--- config.mk ---
export PLATFORM = sky130hd
export DESIGN_NAME = uart_tx_sched
export DESIGN_NICKNAME = d
export VERILOG_FILES = /design/src/rtl/uart_tx_sched.sv
export SDC_FILE = /design/constraint.sdc
export NUM_CORES = 1
export LEC_CHECK = 0
export CAP_MARGIN = 10
export CORE_UTILIZATION = 35
export DETAILED_ROUTE_END_ITERATION = 8
export PLACE_DENSITY = 0.56
export SLEW_MARGIN = 20
export SYNTH_ARGS = -nofsm -noshare
export SYNTH_HDL_FRONTEND = slang
export SYNTH_SLANG_ARGS = --single-unit
--- constraint.sdc ---
create_clock -name clk -period 2.65 [get_ports clk]
set_input_delay 0.3975 -clock clk [delete_from_list [all_inputs] [get_ports clk]]
set_output_delay 0.3975 -clock clk [all_outputs]
set_load 0.005 [all_outputs]
--- src/rtl/uart_tx_sched.sv ---
// Buffers CPU store bytes in a FIFO and issues one uart_wr strobe per byte,
// spaced by a fixed frame time so the serializer is never overrun.
module uart_tx_sched #(
  parameter int DEPTH       = 16,
  parameter int ADDR_W      = 4,
  parameter int BYTE_CYCLES = 8680
) (
  input  logic              clk,
  input  logic              rst,
  input  logic              wr_en,
  input  logic [7:0]        wr_data,
  input  logic              clr_ovf,
  output logic              full,
  output logic              empty,
  output logic [ADDR_W:0]   count,
  output logic              busy,
  output logic              overflow,
  output logic              uart_wr,
  output logic [7:0]        uart_dat
);

  localparam int GAP_W = $clog2(BYTE_CYCLES);
  localparam logic [GAP_W-1:0]  GAP_LOAD = GAP_W'(BYTE_CYCLES - 2);
  localparam logic [ADDR_W:0]   DEPTH_C  = (ADDR_W + 1)'(DEPTH);

  typedef enum logic [1:0] {IDLE, ISSUE, GAP} state_e;

  logic [7:0]        mem [DEPTH];
  logic [ADDR_W-1:0] wr_ptr_q, rd_ptr_q;
  logic [ADDR_W:0]   count_q, count_d;
  logic [GAP_W-1:0]  gap_q;
  state_e            state_q;
  logic              ovf_q, ovf_d;
  logic              uart_wr_q;
  logic [7:0]        uart_dat_q;
  logic              push, pop, full_w;

  // Full is judged on the pre-edge count, so a pop in the same cycle cannot rescue a push.
  always_comb begin
    full_w = (count_q == DEPTH_C);
    push   = wr_en && !full_w;
    pop    = (count_q != '0) &&
             ((state_q == IDLE) || ((state_q == GAP) && (gap_q == '0)));
    count_d = count_q;
    case ({push, pop})
      2'b10:   count_d = count_q + 1'b1;
      2'b01:   count_d = count_q - 1'b1;
      default: count_d = count_q;
    endcase
    ovf_d = ovf_q;
    if (wr_en && full_w) ovf_d = 1'b1;
    else if (clr_ovf)    ovf_d = 1'b0;
  end

  always_ff @(posedge clk) begin
    if (push) mem[wr_ptr_q] <= wr_data;
  end

  always_ff @(posedge clk or negedge rst) begin
    if (!rst) begin
      wr_ptr_q   <= '0;
      rd_ptr_q   <= '0;
      count_q    <= '0;
      gap_q      <= '0;
      state_q    <= IDLE;
      ovf_q      <= 1'b0;
      uart_wr_q  <= 1'b0;
      uart_dat_q <= 8'h00;
    end else begin
      count_q   <= count_d;
      ovf_q     <= ovf_d;
      uart_wr_q <= pop;
      if (push) wr_ptr_q <= wr_ptr_q + 1'b1;
      if (pop) begin
        rd_ptr_q   <= rd_ptr_q + 1'b1;
        uart_dat_q <= mem[rd_ptr_q];
      end
      case (state_q)
        IDLE: begin
          if (pop) state_q <= ISSUE;
        end
        ISSUE: begin
          state_q <= GAP;
          gap_q   <= GAP_LOAD;
        end
        GAP: begin
          if (gap_q == '0) state_q <= pop ? ISSUE : IDLE;
          else             gap_q   <= gap_q - 1'b1;
        end
        default: state_q <= IDLE;
      endcase
    end
  end

  assign full     = full_w;
  assign empty    = (count_q == '0);
  assign count    = count_q;
  assign busy     = (state_q != IDLE) || (count_q != '0);
  assign overflow = ovf_q;
  assign uart_wr  = uart_wr_q;
  assign uart_dat = uart_dat_q;

endmodule

==> impl_metrics.env <==
export IMPL_fin_skew_ps=12.8
export IMPL_irDropWorstVdd_uv=534
export IMPL_status="finished, final reports clean"
export IMPL_grt_pass1_vias=3864
export IMPL_ios=30
export IMPL_slew_headroom_pct=48.3
export IMPL_drt_wirelength_per_cell_um=18.3
export IMPL_avgSynthCellArea_um2=17.0
export IMPL_setup_viol=0
export IMPL_grt_usage_pct=15.0
export IMPL_drtPass1Iterations=4
export IMPL_rsz0062_at_grt="yes"
export IMPL_p_leak_nw=2.92
export IMPL_cts_sinks=167
export IMPL_dieArea_um2=20000
export IMPL_drc_errors=0
export IMPL_htree_num_levels=4
export IMPL_worstPathRequired_ps=2990
export IMPL_routed_wl_um=13600
export IMPL_start_util_pct=36.0
export IMPL_die_w_um=141
export IMPL_cp_start_kind="register"
export IMPL_power_density_nw_per_um2=1060
export IMPL_core_area_um2=18900
export IMPL_clk_latency_ps=420
export IMPL_synthTopCellsByArea="edfxtp_1 56%, dfrtp_1 14%, mux4_2 11%"
export IMPL_critical_path_max_fanout=4
export IMPL_ys_seq_elements=167
export IMPL_tns_ps=0
export IMPL_area_growth_pct=21.7
export IMPL_gr_total_overflow=0
export IMPL_synthCells=401
export IMPL_gp_congestion=0.783
export IMPL_grt_pass1_wl_um=21700
export IMPL_hp_class="in2async"
export IMPL_first_iter_violations=247
export IMPL_cts_root_buffer="clkbuf_16"
export IMPL_antenna_cells=0
export IMPL_ys_warn_count=0
export IMPL_die_y_um=141
export IMPL_port_buffers=29
export IMPL_slew_violations=0
export IMPL_end_kind="register"
export IMPL_drv_cap=0
export IMPL_synth_top_area_cell="edfxtp_1"
export IMPL_crit_type="reg2reg"
export IMPL_async_reset_ff_share_pct=23.4
export IMPL_via_count=3624
export IMPL_worstMarginPinSlew_ps=774
export IMPL_critPathArrivalTime_ps=2920
export IMPL_num_rows=50
export IMPL_cts_clk_slew_worst_paths_ps=60
export IMPL_syn_area_um2=6810
export IMPL_ant_nets=0
export IMPL_yosys_cell_types_count=41
export IMPL_finalCriticalPeriod_ps=2580
export IMPL_power_mw=8.80
export IMPL_cts_path_max_buffers=2
export IMPL_vias_per_cell=4.90
export IMPL_max_freq_mhz=388
export IMPL_final_layout_size_suffix_gt1_share_pct=25.2
export IMPL_whs_ps=11.6
export IMPL_cts_tree="built"
export IMPL_hold_violations=0
export IMPL_antenna_found_initial=0
export IMPL_numCtsBuffers=17
export IMPL_synth_top_area_share_pct=56.5
export IMPL_synth_nets=424
export IMPL_ys_flop_type="edfxtp_1"
export IMPL_finalCritPeriodShare_pct=97.4
export IMPL_grt_max_degree=36
export IMPL_yosysSeqAreaShare_pct=70.8
export IMPL_synth_edf_count=128
export IMPL_dp_hpwl_um=8470
export IMPL_nets=490
[synthesized netlist by cell type, types with 3 or more instances]
master    count
edfxtp_1    128
dfrtp_1      39
mux4_2       32
nand2_1      27
nor2_1       20
a22oi_1      17
a21oi_1      11
ha_1         11
xor2_1       10
a21o_1        9
clkbuf_1      9
inv_1         9
o21ai_0       7
xnor2_1       7
mux2i_1       6
nor2b_1       6
buf_2         5
nand3_1       5
nand4_1       5
nor3_1        5
buf_1         4
nand2b_1      4
nor4_1        3
[critical path, cell delays in order (launching register included)]
cell,delay (ps)
dfrtp_1,420
inv_2,100
ha_4,120
nor2b_4,130
nand4_1,150
a211o_1,360
inv_2,90
ha_4,140
xor2_2,140
ha_2,220
a31oi_1,110
or2_4,240
a21oi_2,120
xor2_1,140
[routing by layer]
layer,track usage [%],share of wire (%)
met3,3.48,4.5
met1,19.6,44
met2,24.5,49
met4,5.09,1.6
met5,0,0
[sequential cells by signal, indices dropped and copies added (netlist names)]
| register | count |
|---|---|
| mem | 128 |
| count | 5 |
| uart_wr | 1 |
| uart_dat | 8 |
| gap_q | 14 |
| overflow | 1 |
| wr_ptr_q | 4 |
| rd_ptr_q | 4 |
| state_q | 2 |
[repair_timing]
item	CTS	global route
setup buffers	0	7
endpoints found under the setup margin	1	2
resized for setup	1	12
pin swaps	0	9
hold buffers	0	0
[stage by stage]
stage	setup WS [ps]	area (µm²)	util [%]	instances
after floorplan	7.46	6850	-	401
after global placement	92.9	7610	40.3	701
after detailed placement	48.9	7610	40.3	701
after CTS	2.01	8190	43.3	733
after global routing	-95.8	8290	43.9	740
final	69.5	8290	43.9	740
[cell usage in the layout (no fill, tap or decap), types with 3 or more instances in the layout]
master	count
mux4_2	32
xor2_1	9
nand2_1	27
a21o_1	9
clkdlybuf4s50_1	28
nand4_1	5
inv_1	6
nor3_1	5
buf_4	36
clkbuf_1	3
a21oi_1	10
mux2i_1	6
dfrtp_2	4
ha_1	7
a22oi_1	17
dfrtp_1	35
nor2_1	20
ha_4	3
nand2b_1	4
clkinvlp_4	4
xnor2_1	7
nor2b_1	4
o21ai_0	6
edfxtp_1	128
inv_2	3
nand3_1	5
clkbuf_16	17
[worst paths after layout]
kind                       slack, ps                    start                      end  cells after the start
setup / recovery                  70     gap_q[0]$_DFFE_PN0P_     count[4]$_DFFE_PN0P_                     13
hold / removal                    10                      rst     overflow$_DFFE_PN0P_                      1
setup reg to reg                  70     gap_q[0]$_DFFE_PN0P_     count[4]$_DFFE_PN0P_                     13
hold reg to reg                  480  uart_dat[3]$_DFFE_PN0P_  uart_dat[3]$_DFFE_PN0P_                      1
max in group asynchronous       1980                      rst  rd_ptr_q[1]$_DFFE_PN0P_                      2
min in group clk                 480  uart_dat[3]$_DFFE_PN0P_  uart_dat[3]$_DFFE_PN0P_                      1
[area by class of cell]
cell class                 count  area, µm²
inverter                       9       33.8
clock buffer                  21        450
sequential                   167       4820
timing repair buffer          67        596
clock inverter                11        118
fill                        1708      10600
multi-input combinational    205       1940
tap                          260        325
[logic make-up (layout without fill, tap and decap cells)]
group	after synthesis	count (layout)	synth area share, %
xor+xnor	17	17	2.19
fa+ha+maj	11	11	2.02
flops	167	167	70.8
buf+inv	29	108	1.97
compound gates	52	52	5.06
mux	39	39	11.6
simple gates	86	86	6.32
[power breakdown]
part	switching [mW]	leakage (nW)	internal (mW)	total, mW
Combinational	1.47	1.04	1.44	2.91
Sequential	0.263	1.62	3.27	3.53
Clock	1.02	0.264	1.34	2.36
No activity file was read; power rests on OpenSTA's default activity.
